==> src/rtl/tuple_sum_pkg.sv <==
// Shared types and default sizing for the triplet-sum search block.
package tuple_sum_pkg;

  localparam int DEF_W     = 8;
  localparam int DEF_DEPTH = 16;

  typedef enum logic [1:0] {
    ST_IDLE = 2'd0,
    ST_SCAN = 2'd1,
    ST_HOLD = 2'd2,
    ST_DONE = 2'd3
  } state_e;

endpackage

==> src/rtl/tuple_idx_gen.sv <==
// Walks i<j<k over [0,n) in lexicographic order, one step per pulse.
module tuple_idx_gen #(
  parameter int IW = 4
) (
  input  logic          clk,
  input  logic          reset_n,
  input  logic          clear,
  input  logic          step,
  input  logic [IW:0]   n,
  output logic [IW-1:0] i,
  output logic [IW-1:0] j,
  output logic [IW-1:0] k,
  output logic          last
);

  localparam logic [IW:0] ONE   = (IW+1)'(1);
  localparam logic [IW:0] TWO   = (IW+1)'(2);
  localparam logic [IW:0] THREE = (IW+1)'(3);

  logic [IW-1:0] i_q, j_q, k_q, i_d, j_d, k_d;
  logic [IW:0]   ie, je, ke;

  assign ie = {1'b0, i_q};
  assign je = {1'b0, j_q};
  assign ke = {1'b0, k_q};

  // i == n-3 forces j == n-2 and k == n-1, so it alone marks the final triplet
  assign last = (ie == n - THREE);

  always_comb begin
    i_d = i_q;
    j_d = j_q;
    k_d = k_q;
    if (clear) begin
      i_d = '0;
      j_d = IW'(1);
      k_d = IW'(2);
    end else if (step) begin
      if (ke < n - ONE) begin
        k_d = IW'(ke + ONE);
      end else if (je < n - TWO) begin
        j_d = IW'(je + ONE);
        k_d = IW'(je + TWO);
      end else begin
        i_d = IW'(ie + ONE);
        j_d = IW'(ie + TWO);
        k_d = IW'(ie + THREE);
      end
    end
  end

  always_ff @(posedge clk or negedge reset_n) begin
    if (!reset_n) begin
      i_q <= '0;
      j_q <= IW'(1);
      k_q <= IW'(2);
    end else begin
      i_q <= i_d;
      j_q <= j_d;
      k_q <= k_d;
    end
  end

  assign i = i_q;
  assign j = j_q;
  assign k = k_q;

endmodule

==> src/rtl/tuple_sum_finder.sv <==
// Exhaustive search for element triplets whose signed sum equals a target,
// reporting each hit through a valid/ack handshake.
module tuple_sum_finder
  import tuple_sum_pkg::*;
#(
  parameter int W     = DEF_W,
  parameter int DEPTH = DEF_DEPTH,
  parameter int IW    = $clog2(DEPTH)
) (
  input  logic              clk,
  input  logic              reset_n,
  input  logic              wr_en,
  input  logic [IW-1:0]     wr_addr,
  input  logic [W-1:0]      wr_data,
  input  logic              start,
  input  logic [IW:0]       size,
  input  logic [W+1:0]      target,
  input  logic              ack,
  output logic              valid,
  output logic [3*W-1:0]    tuple,
  output logic [3*IW-1:0]   idx,
  output logic              busy,
  output logic              done,
  output logic [IW*3-1:0]   match_count
);

  localparam logic [IW:0] DEPTH_N = (IW+1)'(DEPTH);
  localparam logic [IW:0] MIN_N   = (IW+1)'(3);

  state_e            state_q, state_d;
  logic [W-1:0]      mem [DEPTH];
  logic [IW:0]       size_q, size_c;
  logic [W+1:0]      target_q;
  logic              valid_q, done_q;
  logic [3*W-1:0]    tuple_q;
  logic [3*IW-1:0]   idx_q;
  logic [IW*3-1:0]   cnt_q;

  logic [IW-1:0]     gi, gj, gk;
  logic              glast, clr, step;
  logic [W-1:0]      vi, vj, vk;
  logic [W+1:0]      sum;
  logic              start_ok, hit, busy_w, wr_ok;

  assign busy_w   = (state_q == ST_SCAN) || (state_q == ST_HOLD);
  assign start_ok = start && ((state_q == ST_IDLE) || (state_q == ST_DONE));
  assign size_c   = (size > DEPTH_N) ? DEPTH_N : size;
  assign wr_ok    = ({1'b0, wr_addr} < DEPTH_N);

  always_ff @(posedge clk) begin
    if (wr_en && !busy_w && wr_ok) mem[wr_addr] <= wr_data;
  end

  tuple_idx_gen #(.IW(IW)) u_gen (
    .clk     (clk),
    .reset_n (reset_n),
    .clear   (clr),
    .step    (step),
    .n       (size_q),
    .i       (gi),
    .j       (gj),
    .k       (gk),
    .last    (glast)
  );

  assign vi = mem[gi];
  assign vj = mem[gj];
  assign vk = mem[gk];

  // W+2 bits hold any sum of three W-bit signed values exactly
  assign sum = {{2{vi[W-1]}}, vi} + {{2{vj[W-1]}}, vj} + {{2{vk[W-1]}}, vk};
  assign hit = (state_q == ST_SCAN) && (sum == target_q);

  assign clr  = start_ok;
  assign step = ((state_q == ST_SCAN) && !hit && !glast) ||
                ((state_q == ST_HOLD) && ack && !glast);

  always_comb begin
    state_d = state_q;
    case (state_q)
      ST_IDLE, ST_DONE: if (start) state_d = (size_c < MIN_N) ? ST_DONE : ST_SCAN;
      ST_SCAN: begin
        if (hit)        state_d = ST_HOLD;
        else if (glast) state_d = ST_DONE;
      end
      ST_HOLD: if (ack) state_d = glast ? ST_DONE : ST_SCAN;
      default: state_d = ST_IDLE;
    endcase
  end

  // done trails entry into DONE by one cycle; a start clears it outright
  always_ff @(posedge clk or negedge reset_n) begin
    if (!reset_n) begin
      state_q  <= ST_IDLE;
      size_q   <= '0;
      target_q <= '0;
      valid_q  <= 1'b0;
      tuple_q  <= '0;
      idx_q    <= '0;
      cnt_q    <= '0;
      done_q   <= 1'b0;
    end else begin
      state_q <= state_d;
      if (start_ok) begin
        size_q   <= size_c;
        target_q <= target;
        cnt_q    <= '0;
        done_q   <= 1'b0;
      end else begin
        done_q <= (state_q == ST_DONE);
      end
      if (hit) begin
        valid_q <= 1'b1;
        tuple_q <= {vk, vj, vi};
        idx_q   <= {gk, gj, gi};
        cnt_q   <= cnt_q + (IW*3)'(1);
      end else if ((state_q == ST_HOLD) && ack) begin
        valid_q <= 1'b0;
      end
    end
  end

  assign valid       = valid_q;
  assign tuple       = tuple_q;
  assign idx         = idx_q;
  assign busy        = busy_w;
  assign done        = done_q;
  assign match_count = cnt_q;

endmodule

==> config.mk <==
export PLATFORM = sky130hd
export DESIGN_NAME = tuple_sum_finder
export DESIGN_NICKNAME = d
export VERILOG_FILES = /design/src/rtl/tuple_sum_pkg.sv /design/src/rtl/tuple_idx_gen.sv /design/src/rtl/tuple_sum_finder.sv
export SDC_FILE = /design/constraint.sdc
export NUM_CORES = 1
export LEC_CHECK = 0
export BUFFER_PORTS_ARGS = -buffer_cell sky130_fd_sc_hd__buf_4
export CAP_MARGIN = 15
export CORE_ASPECT_RATIO = 2
export CORE_MARGIN = 2
export CORE_UTILIZATION = 45
export DETAILED_ROUTE_END_ITERATION = 7
export PLACE_DENSITY = 0.75
export SLEW_MARGIN = 30
export SYNTH_ARGS = -nofsm -noshare
export SYNTH_HDL_FRONTEND = slang
export SYNTH_SLANG_ARGS = --single-unit
export TNS_END_PERCENT = 10
==> constraint.sdc <==
create_clock -name clk -period 5.3 [get_ports clk]
set_input_delay 1.06 -clock clk [delete_from_list [all_inputs] [get_ports clk]]
set_output_delay 1.06 -clock clk [all_outputs]
set_load 0.05 [all_outputs]
### Word level (Yosys, flattened, before mapping)

Memory sizes are Yosys's and may differ from the RTL's.
Index checks and enable logic that the tools add are counted.

| storage, ports and cells | value |
|---|---|
| register bits after elaboration | 79 |
| bits in writable memories | 128 |
| logic and storage cells | 86 |
| memories | 1 |

| operators by class | value |
|---|---|
| add/sub/neg operators | 12 |
| magnitude comparators | 4 |
| equality and inequality tests | 10 |
| mux-type cells | 27 |
| reductions and logical operators | 21 |

Memory list:

| memory | depth | bits a word | read ports | clocked after Yosys merged registers in | wr ports | RTL line | text |
|---|---|---|---|---|---|---|---|
| mem | 16 | 8 | 3 | 0 | 1 | tuple_sum_finder.sv:31 | `logic [W-1:0] mem [DEPTH];` |

Operator list:

| operator | count |
|---|---|
| $mux W4 | 12 |
| $mux W12 | 2 |
| $add A12 B1 Y12 const B | 1 |
| $add A4 B1 Y4 const B | 3 |
| $add A4 B2 Y4 const B | 3 |
| $mux W2 | 6 |
| $add A9 B8 Y10 | 1 |
| $eq A10 B10 Y1 | 1 |
| $lt A4 B5 Y1 | 2 |
| $sub A5 B2 Y5 const B | 2 |
| $add A8 B8 Y9 | 1 |
| $ne A2 B2 Y1 const B | 4 |
| $logic_and A1 B1 Y1 | 7 |
| $pmux W2 S3 | 1 |
| $reduce_and A3 Y1 | 2 |
| $reduce_bool A2 Y1 | 3 |
| $eq A4 B5 Y1 | 1 |
| $gt A5 B5 Y1 const B | 1 |
| $lt A5 B2 Y1 const B | 1 |
| $mux W1 | 5 |
| $mux W5 | 1 |
| $sub A5 B1 Y5 const B | 1 |
| $eq A2 B2 Y1 const B | 2 |
| $logic_not A1 Y1 | 3 |
| 6 further kinds | 8 |

### Longest topological paths before layout

An unclocked memory read counts as a cell.

| depth | value |
|---|---|
| depth in word-level cells | 11 |
| depth in mapped cells | 19 |
| gate-level depth less buffers | 17 |

### Modules after synthesis

Synthesis repeated with hierarchy kept, for this count alone.

| unflattened totals | value |
|---|---|
| cell total of the unflattened synthesis | 733 |
| area, all modules | 11643.7 µm² |

Modules (own cells, without submodules):

| module | times used | cells an instance | area each (µm²) | sequential area each (µm²) |
|---|---|---|---|---|
| tuple_sum_finder | 1 | 594 | 10422.5 | 5520.3 |
| tuple_idx_gen | 1 | 139 | 1221.2 | 302.8 |

### Worst setup path after synthesis

OpenSTA, ideal clock, no wires.

| path | value |
|---|---|
| path kind | register to register |
| start | register u_gen.j_q[0], in the netlist u_gen.j[0] |
| end | register idx_q[10], in the netlist idx[10] |
| arrival time | 4.988 ns |
| data required time | 5.175 ns |
| setup slack | 0.187 ns |
| stages on the path, launching flop included | 15 |
| buffers on the path | 3 |
| clock period less this slack | 5.113 ns |
| cell sequence | dfstp_2 -> buf_2 -> buf_2 -> mux4_2 -> mux4_2 -> fa_1 -> ha_1 -> fa_1 -> xnor2_1 -> o2111ai_1 -> nor4_1 -> nand4b_2 -> nor3_4 -> buf_2 -> mux2_2 |

| between the ends | value |
|---|---|
| longest elaborated chain between the ends | 5 |

Ends and longest elaborated chain:

| item | RTL line | text |
|---|---|---|
| from (decl) | tuple_idx_gen.sv:20 | `logic [IW-1:0] i_q, j_q, k_q, i_d, j_d, k_d;` |
| from (signal assigned) | tuple_idx_gen.sv:59 | `j_q <= j_d;` |
| $mem_v2 Z16 W8 | -- |  |
| via vj[1] | tuple_sum_finder.sv:41 | `logic [W-1:0] vi, vj, vk;` |
| $add A8 B8 Y9 | tuple_sum_finder.sv:71 | `assign sum = {{2{vi[W-1]}}, vi} + {{2{vj[W-1]}}, vj} + {{2{vk[W-1]}}, vk};` |
| $add A9 B8 Y10 | tuple_sum_finder.sv:71 |  |
| $eq A10 B10 Y1 | tuple_sum_finder.sv:72 | `assign hit = (state_q == ST_SCAN) && (sum == target_q);` |
| $logic_and A1 B1 Y1 | tuple_sum_finder.sv:72 |  |
| to (signal assigned) | tuple_sum_finder.sv:115 | `idx_q <= {gk, gj, gi};` |
| to (decl) | tuple_sum_finder.sv:36 | `logic [3*IW-1:0] idx_q;` |

The timed path passes the listed nets, and every way through them passes these cells.
A chain may end at the register's enable or synchronous reset.

### Worst setup path in the final report

| path | value |
|---|---|
| start | register u_gen.i_q[0], in the netlist u_gen.i[0] |
| end | register cnt_q[7], in the netlist match_count[7] |

| between the ends | value |
|---|---|
| longest elaborated chain between the ends | 6 |
| elaborated cells on any way between the ends | 7 |
| classes of those cells | add/sub: 2; eq/ne: 1; mux: 1; reduce/logical: 2; memory: 1 |

Ends and longest elaborated chain:

| item | RTL line | text |
|---|---|---|
| from (decl) | tuple_idx_gen.sv:20 |  |
| from (signal assigned) | tuple_idx_gen.sv:58 | `i_q <= i_d;` |
| $mem_v2 Z16 W8 * | -- |  |
| via vi[1] | tuple_sum_finder.sv:41 |  |
| $add A8 B8 Y9 * | tuple_sum_finder.sv:71 |  |
| $add A9 B8 Y10 * | tuple_sum_finder.sv:71 |  |
| $eq A10 B10 Y1 * | tuple_sum_finder.sv:72 |  |
| $logic_and A1 B1 Y1 * | tuple_sum_finder.sv:72 |  |
| $mux W12 or $reduce_bool A2 Y1 (tied branches) | -- |  |
| to (signal assigned) | tuple_sum_finder.sv:116 | `cnt_q <= cnt_q + (IW*3)'(1);` |
| to (decl) | tuple_sum_finder.sv:37 | `logic [IW*3-1:0] cnt_q;` |

Mark *: on every way through the listed nets, which the timed path passes. The rest lies on a longest branch.

==> metrics.txt <==
status finished, final reports clean; met1 usage 0.286; Clock Skew 12.9 ps; min-delay worst type reg -> reg; vias in the first global route 8230; Sink Count 207; worst path cell trace buf_12 -> mux4_2 -> mux4_2 -> fa_1 -> ha_1 -> fa_1 -> xnor2_1 -> o2111ai_1 -> nor4_2 -> nand4b_2 -> nor3_4 -> buf_4 -> buf_12 -> nor2b_1 -> o21ai_0 -> o21ai_1; Critical Path Max Stage Delay 590 ps; area of the die 0.0271 mm^2; clk root buf clkbuf_16; CTS hold repair buffers 0; chip height 231 um; Mapped Cells 829; number of antenna diodes 0; NumNets Final 998; Post-synth ARST share 0.382; number of antenna violations at the first check in global routing 0; GRT overflow 0; final worst path period share 0.962; top-area cell type share of the netlist area 0.332; Crit-path slowest cell fa_1; FP Rows 83; register area share after synthesis 0.503; Core Util, Final 0.538; gr usage total 0.228; routed len/inst 24.3 um; post-synth top area cell edfxtp_1; post-synth cell types 66; PD cells 560 mW/mm^2; DP Worst Slack 59.1 ps; achievable frequency 196 MHz; WL final 31100 um; Reg clk slew, reported paths 70 ps; grt met2 use 0.402; HPWL Detailed 21000 um; Worst setup SP type register; type of the worst setup path reg -> reg; Core Area 0.0254 mm^2; VDD IR max 0.000372 V; combinational share of power 0.507; port buffer count 82; clock buffer count from CTS 22; GPL Wtd Cong 0.918; P_leak 5.26 nW; cell area after layout 0.0137 mm^2; CP bufs+invs 3; Vias per Instance 6.16; sw frac 0.403; Final Max Slew Viols 0; synthesis-to-finish area growth 18.3%; fill cell count 2027; crit end category register; clk buf depth 3; die width 117 um; placed cells 1240; Req. time, crit path 5740 ps; max-cap check violation count 0; minimum clock period 5100 ps; DRT iter0 DRCs 984; Mapped Area 0.0116 mm^2; First-pass DRT Iterations 5; most common cell after layout, fill and taps aside edfxtp_1; met3 usage 0.0353; switching power 3.10 mW; clock latency at the later pin of the worst-skew pair 520 ps; DRC 0; largest net degree at the start of global routing 80; yosys warns 0; slew margin rel. 0.316; net count after synthesis 900; Slew @ Worst Pin 1020 ps; via count 7901; Worst path top cell family by delay adder cells; Clk pwr share 0.218; synthesized area per cell 14.0 um^2; GRT Max-Usage Layer met2; setup_tns 0 ps; crit path DAT 5530 ps; top fanout value on the critical path 33; H-tree levels 1; Area after DPL 0.0128 mm^2; worst setup margin 203 ps; Hold Violations, Final 0; commonest cells after routing, fill and taps aside edfxtp_1, buf_4, mux4_2; Seq pwr share 0.275; final cell count without fillers 1283; global-route wire length before repair 48000 um; setup violators final 0; FF+latch count, synth 207; Post-synth EDFFs 128; antenna-violating nets left 0; internal power 4.58 mW; initial core utilization 0.455; I/O pin cnt 83; synth top area cells edfxtp_1, mux4_2, dfrtp_1, ha_1, mux2_2; overall power 7.68 mW; TritonCTS clock tree built; Hold WS 488 ps; dominant register cell in the synthesized netlist edfxtp_1; share of layout cells above drive strength 1 0.345
[layout make-up]
type / instances / area (um^2) / share of cell area
clock inverter: 15 / 200 / 0.0146
sequential: 207 / 5830 / 0.425
inverter: 17 / 63.8 / 0.00466
clock buffer: 25 / 583 / 0.0426
timing repair buffer: 122 / 1030 / 0.0751
tap: 340 / 425 / 0.0311
multi-input combinational: 557 / 5570 / 0.407
[state kept, by name (all words and copies together) (netlist names), 2 cells and up]
name / flops
mem: 128
tuple: 24
idx: 12
match_count: 12
target_q: 10
size_q: 5
u_gen.i: 4
u_gen.j: 4
u_gen.k: 4
state_q: 2
[worst paths after layout]
path / start / slack [ps] / depth (start not counted) / endpoint
worst max-delay path: u_gen.i[0]$_DFFE_PN0P_ / 200 / 16 / match_count[7]$_DFFE_PN0P_
worst min-delay path: idx[7]$_DFFE_PN0P_ / 490 / 1 / idx[7]$_DFFE_PN0P_
worst max register to register: u_gen.i[0]$_DFFE_PN0P_ / 200 / 16 / match_count[7]$_DFFE_PN0P_
worst min register to register: idx[7]$_DFFE_PN0P_ / 490 / 1 / idx[7]$_DFFE_PN0P_
max in group asynchronous: reset_n / 4210 / 1 / u_gen.i[1]$_DFFE_PN0P_
min in group asynchronous: reset_n / 560 / 1 / u_gen.k[3]$_DFFE_PN0P_
[cell families after synthesis]
group | after synthesis | synth area share
compound gates | 136 | 0.0803
flops | 207 | 0.503
buf+inv | 65 | 0.0227
mux | 160 | 0.246
fa+ha+maj | 39 | 0.0480
xor+xnor | 29 | 0.0219
simple gates | 193 | 0.0784
[cells in the mapped netlist (8+ instances only)]
master,n
edfxtp_1,128
a21oi_1,30
buf_2,12
nand2b_1,9
ha_1,30
mux4_2,96
fa_1,9
a31oi_1,8
dfrtp_1,77
mux2_2,33
mux2i_1,26
inv_1,17
xnor2_1,20
nor4_1,8
clkbuf_1,31
nor2_1,39
o21ai_0,38
and3_1,10
xor2_1,9
nand2_1,89
[worst reg2reg max path: cells and delay by family, from the launching register on]
kind                     cells  cell delay (ps)
AO/OA/AOI/OAI                3              370
buffers and inverters        3              650
XOR/XNOR                     1              230
flip-flops                   1              390
AND/OR/NAND/NOR              4              980
adder cells (fa/ha/maj)      3             1270
multiplexers                 2             1130
[timing repair]
item                                    4_1_cts  5_1_grt
resized for setup                             0        4
endpoints found under the setup margin        0       55
setup buffers                                 0        2
[power groups by stage]
stage                     combinational, mW  sequential [mW]  clock (mW)
after global placement                 3.71             2.13           0
after global routing                   4.21             2.13        1.76
final                                  3.89             2.11        1.67
after floorplan                        2.56             2.26           0
after CTS                              3.83             2.11        1.69
after detailed placement               3.80             2.13           0
[metal layers]
layer / wire length (um) / vias to the layer above / share of wire
li1: - / 3445 / -
met1: 11900 / 4023 / 0.38
met2: 16200 / 368 / 0.52
met3: 2200 / 65 / 0.070
met4: 850 / 0 / 0.027
met5: 0 / - / 0
Note: power is estimated with default switching activity, not from simulation.
